===== config.mk =====
export PLATFORM = sky130hd
export DESIGN_NAME = wr_engine_arbiter
export DESIGN_NICKNAME = d
export VERILOG_FILES = /design/src/rtl/wr_arb_pkg.sv /design/src/rtl/wr_rr_picker.sv /design/src/rtl/wr_engine_arbiter.sv
export SDC_FILE = /design/constraint.sdc
export NUM_CORES = 1
export LEC_CHECK = 0
export CORE_AREA = 2 2 576 578
export CTS_BUF_LIST = sky130_fd_sc_hd__clkbuf_4
export CTS_CLUSTER_SIZE = 16
export DETAILED_ROUTE_END_ITERATION = 12
export DIE_AREA = 0 0 578 580
export DONT_BUFFER_PORTS = 1
export PLACE_DENSITY_LB_ADDON = 0.08
export SETUP_SLACK_MARGIN = 0.3
export SYNTH_ARGS = -nofsm -noshare
export SYNTH_HDL_FRONTEND = slang
export SYNTH_SLANG_ARGS = --single-unit

===== constraint.sdc =====
create_clock -name clk -period 3.1 [get_ports clk]
set_input_delay 0.62 -clock clk [delete_from_list [all_inputs] [get_ports clk]]
set_output_delay 0.62 -clock clk [all_outputs]
set_load 0.03 [all_outputs]

===== src/rtl/wr_arb_pkg.sv =====
// Shared FSM state encoding and elaboration-time helpers for the write-engine arbiter.
package wr_arb_pkg;

   typedef enum logic [1:0] {
      IDLE  = 2'd0,
      ISSUE = 2'd1,
      WAIT  = 2'd2,
      DONE  = 2'd3
   } state_t;

   function automatic int clog2(input int n);
      int r;
      r = 0;
      while ((1 << r) < n) r++;
      return r;
   endfunction

endpackage


===== src/rtl/wr_rr_picker.sv =====
// Combinational rotate-priority picker: first set request at or after i_ptr wins (no latency).
module wr_rr_picker
   import wr_arb_pkg::*;
#(
   parameter  int NUM_REQ = 4,
   localparam int IDW     = (clog2(NUM_REQ) > 0) ? clog2(NUM_REQ) : 1
) (
   input  logic [NUM_REQ-1:0] i_req,
   input  logic [IDW-1:0]     i_ptr,
   output logic [NUM_REQ-1:0] o_grant,
   output logic [IDW-1:0]     o_idx,
   output logic               o_any
);

   logic [IDW-1:0] w_j;

   // Walk the ring backwards so the candidate closest to i_ptr is written last and wins.
   always_comb begin
      o_grant = '0;
      o_idx   = '0;
      o_any   = 1'b0;
      w_j     = '0;
      for (int k = NUM_REQ - 1; k >= 0; k--) begin
         w_j = IDW'((int'(i_ptr) + k) % NUM_REQ);
         if (i_req[w_j]) begin
            o_grant      = '0;
            o_grant[w_j] = 1'b1;
            o_idx        = w_j;
            o_any        = 1'b1;
         end
      end
   end

endmodule


===== src/rtl/wr_engine_arbiter.sv =====
// Round-robin share of one single-beat write engine: accept -> start next cycle -> done one cycle after end_of_write.
// Requesters are back-pressured (req_ready low) whenever a write is in flight.
module wr_engine_arbiter
   import wr_arb_pkg::*;
#(
   parameter  int NUM_REQ        = 4,
   parameter  int ADDR_WIDTH     = 33,
   parameter  int DATA_WIDTH     = 256,
   parameter  int TIMEOUT_CYCLES = 1024,
   localparam int IDW            = (clog2(NUM_REQ) > 0) ? clog2(NUM_REQ) : 1,
   localparam int CW             = clog2(TIMEOUT_CYCLES)
) (
   input  logic                            clk,
   input  logic                            resetn,
   input  logic [NUM_REQ-1:0]              req_valid,
   input  logic [NUM_REQ*ADDR_WIDTH-1:0]   req_addr,
   input  logic [NUM_REQ*DATA_WIDTH-1:0]   req_data,
   output logic [NUM_REQ-1:0]              req_ready,
   output logic [NUM_REQ-1:0]              req_done,
   output logic                            eng_start,
   output logic [ADDR_WIDTH-1:0]           eng_addr,
   output logic [DATA_WIDTH-1:0]           eng_data,
   input  logic                            eng_end_of_write,
   output logic                            busy,
   output logic [IDW-1:0]                  grant_id,
   output logic [31:0]                     wr_count,
   output logic                            timeout_err
);

   state_t                r_state, w_next;
   logic [IDW-1:0]        r_rr_ptr, r_grant_id, w_pick_idx;
   logic [NUM_REQ-1:0]    w_pick_oh, r_done;
   logic                  w_pick_any, w_accept;
   logic [ADDR_WIDTH-1:0] r_addr;
   logic [DATA_WIDTH-1:0] r_data;
   logic                  r_start, r_busy, r_timeout;
   logic [CW-1:0]         r_wait_cnt;
   logic [31:0]           r_wr_count;

   wr_rr_picker #(.NUM_REQ(NUM_REQ)) u_picker (
      .i_req   (req_valid),
      .i_ptr   (r_rr_ptr),
      .o_grant (w_pick_oh),
      .o_idx   (w_pick_idx),
      .o_any   (w_pick_any)
   );

   assign w_accept  = (r_state == IDLE) && w_pick_any;
   assign req_ready = (r_state == IDLE) ? w_pick_oh : '0;

   always_comb begin
      w_next = r_state;
      case (r_state)
         IDLE:    if (w_accept) w_next = ISSUE;
         ISSUE:   w_next = WAIT;
         WAIT:    if (eng_end_of_write) w_next = DONE;
         DONE:    w_next = IDLE;
         default: w_next = IDLE;
      endcase
   end

   always_ff @(posedge clk or negedge resetn) begin
      if (!resetn) begin
         r_state    <= IDLE;
         r_rr_ptr   <= '0;
         r_grant_id <= '0;
         r_addr     <= '0;
         r_data     <= '0;
         r_start    <= 1'b0;
         r_busy     <= 1'b0;
         r_done     <= '0;
         r_wait_cnt <= '0;
         r_wr_count <= '0;
         r_timeout  <= 1'b0;
      end else begin
         r_state <= w_next;
         r_start <= (w_next == ISSUE);
         r_busy  <= (w_next != IDLE);
         r_done  <= '0;
         if (w_accept) begin
            r_addr     <= req_addr[int'(w_pick_idx)*ADDR_WIDTH +: ADDR_WIDTH];
            r_data     <= req_data[int'(w_pick_idx)*DATA_WIDTH +: DATA_WIDTH];
            r_grant_id <= w_pick_idx;
         end
         // Counter saturates at TIMEOUT_CYCLES-1; the flag is raised as it gets there.
         if (r_state == ISSUE) begin
            r_wait_cnt <= '0;
         end else if (r_state == WAIT && !eng_end_of_write &&
                      r_wait_cnt != CW'(TIMEOUT_CYCLES - 1)) begin
            r_wait_cnt <= r_wait_cnt + 1'b1;
            if (r_wait_cnt == CW'(TIMEOUT_CYCLES - 2)) r_timeout <= 1'b1;
         end
         if (r_state == WAIT && eng_end_of_write) begin
            r_done[r_grant_id] <= 1'b1;
            r_wr_count         <= r_wr_count + 32'd1;
         end
         if (r_state == DONE)
            r_rr_ptr <= (r_grant_id == IDW'(NUM_REQ - 1)) ? '0 : r_grant_id + 1'b1;
      end
   end

   assign eng_start   = r_start;
   assign eng_addr    = r_addr;
   assign eng_data    = r_data;
   assign busy        = r_busy;
   assign req_done    = r_done;
   assign grant_id    = r_grant_id;
   assign wr_count    = r_wr_count;
   assign timeout_err = r_timeout;

endmodule

==> results.cfg <==
[timing]
tightest_slew_ns = 1.69
finClkSkew_ns = 0.0847
finalSetupViolCount = 4
slew_headroom_pct = -12.4
finalCritPeriodShare_pct = 123
rsz0062_at_grt = true
hold_ws_ns = -0.800
setup_tns_ns = -2.74
finalCriticalPeriod_ns = 3.81
fin_ws_ns = -0.705
report.final.slew_viol_count = 57
max_freq_mhz = 263
hold_violations = 344

[clocking]
clock_latency_ns = 1.16
cts.clk_slew.worst_paths_ns = 0.06
cts_tree = done
clockBufferDepth = 4
cts_sinks = 344
cts_root_buffer = clkbuf_4
numCtsBuffers = 144
htreeDepth = 4
ctsHoldBuffers = 1178

[run_status]
violations = hold timing, slew limit, setup timing
status = complete, but fails checks

[pwr]
cellPowerDensity_mw_per_mm2 = 1140
ir_worst_vdd_v = 0.000527
p_leak_nw = 19.7

[placement]
dp_hpwl_mm = 175
routabilityCongestion = 0.843
preCtsSetupSlack_ns = 0.0681
numPortBuffers = 0

[synth]
synth.largest_area_cell = dfrtp_1
synth-edff-count = 0
synth_flop_cell = dfrtp_1
netlist_area_mm2 = 0.0236
synthTopCellsByArea = dfrtp_1, nand2_1, and3_1, o31ai_2, mux2i_1
synth_common_cells = nand2_1, and3_1, dfrtp_1
yosysUniqueCellTypes = 48
ys_ff_latch = 344
synth_warnings = 0
syn_area_per_cell_um2 = 7.84
syn-instance-count = 3018
synth_nets = 4200
yosysSeqAreaShare_pct = 36.4
async_reset_ff_share_pct = 100
synth_most_common_cell = nand2_1
synth_top_area_share_pct = 36.4

[drt]
wl_per_cell_um = 26.8
dr_total_vias = 29000
wl_mm = 237
drt_first_iter_violations = 1524
drc = 0
ant_nets = 0
dr.pass1.iters = 5
drt-vias-per-instance = 3.29

[hold_path]
min_path_type = in2async

[die]
dieHeight_um = 580
die_w_um = 578
core_area_mm2 = 0.329
die_area_mm2 = 0.335
initial_core_util_pct = 7.18
io_pins = 1497
rows = 211

[grt]
overflow = 0
grt_max_degree = 345
track_usage_pct = 12.9
grt_pass1_vias = 30400
grt_first_pass_wirelength_mm = 294
antenna_found_initial = 131

[setup_path]
critPathLaunch = r_rr_ptr[0]
worst_setup_path_end_kind = output port
r2r_start = r_rr_ptr[0]
cpMaxStageDelayCell = mux4_2
arrival_ns = 3.19
worstPathRequired_ns = 2.48
slowest_delay_ns = 0.57
cp_top_family = multiplexers
cp-start-kind = flip-flop
crit_chain = inv_2, ha_4, buf_6, mux4_2, buf_6, a221oi_4, o32ai_4
critPathMostFrequentCell = buf_6
crit_buf_inv = 3
worstPathMaxFanout = 5
critPathKind = reg2out

[cells_and_area]
fin_nets = 5514
drive_gt1_share_pct = 20.9
syn_to_final_growth_pct = 97.2

[job]
maxCapViolCount = 0
[power by group]
part,switching (mW),internal (mW),leakage [nW]
logic,19.4,14.6,14.4
registers,6.61,6.50,4.29
clock network,3.03,3.18,1.00
total,29.1,24.2,19.7
[sequential cells by signal, indices dropped and copies added (netlist names)]
name / flops
eng_data: 256
eng_start: 1
wr_count: 32
grant_id: 2
r_rr_ptr: 2
r_state: 2
eng_addr: 33
r_wait_cnt: 10
busy: 1
req_done: 4
timeout_err: 1
[cells by family (layout without fill, tap and decap cells)]
group,count (synthesis),in the layout,share of synthesized area [%]
other,0,59,0
and+or+nand+nor,1963,1963,37.3
adders and majority gates,19,19,1.01
muxes,63,63,2.84
buffers and inverters,266,1653,6.20
xor gates and xnor gates,40,40,1.48
AOI/OAI and AO/OA,323,323,14.8
DFF,344,344,36.4
[stage by stage]
stage	instances	area [um2]	hold slack, ns	total power, mW	utilization, %
3_5_place_dp	7275	29400	0.339	37.9	8.93
4_1_cts	8711	44000	-1.09	49.7	13.4
5_1_grt	8806	46600	-1.02	56.8	14.1
6_report	8830	46600	-0.800	53.3	14.2
2_1_floorplan	3018	23800	0.324	26.9	-
3_3_place_gp	7275	29400	0.343	38.1	8.93
[routing by layer]
layer	global-route usage, %	routed length, um	vias to the layer above
li1	-	-	13000
met1	14.6	93200	14200
met2	23.7	121000	1402
met3	3.45	15700	355
met4	3.41	6870	18
met5	0	115	-
[worst paths after layout]
kind,to,slack [ns],depth (start not counted)
max in group asynchronous,eng_data[151],2.53,0
min,eng_data[17],-0.80,0
max,req_ready[3],-0.71,7
min in group clk,eng_data[192],0.21,4
min reg2reg,r_wait_cnt[4],0.54,2
max reg2reg,eng_data[11],0.28,13
[timing repair]
item,CTS,global route
pin swaps,8,66
buffers inserted,22,28
setup endpoints to repair,181,215
cloned,17,32
gates resized for setup,82,347
endpoints found under the hold margin,670,344
[layout by cell type, fill, tap and decap left out, drive strengths merged, types with 8 or more instances in the layout]
cell type / count
and3: 532
o221ai: 28
diode: 59
nand3: 16
xor2: 15
buf: 221
o21ai: 8
nor2: 24
mux2i: 58
nand4: 10
dlygate4sd3: 1170
dfrtp: 344
xnor2: 25
clkinv: 13
o31ai: 262
nand2: 1358
inv: 17
ha: 19
clkbuf: 223
[area by class of cell]
cell class | count | area (um2)
antenna | 59 | 148
clock inverter | 24 | 209
inverter | 11 | 43.8
timing repair buffer | 1423 | 15700
clock buffer | 195 | 1460
multi-input combinational | 2408 | 15000
fill | 37600 | 283000
sequential | 344 | 8620
tap | 4366 | 5460
(Power assumes the default switching activity.)
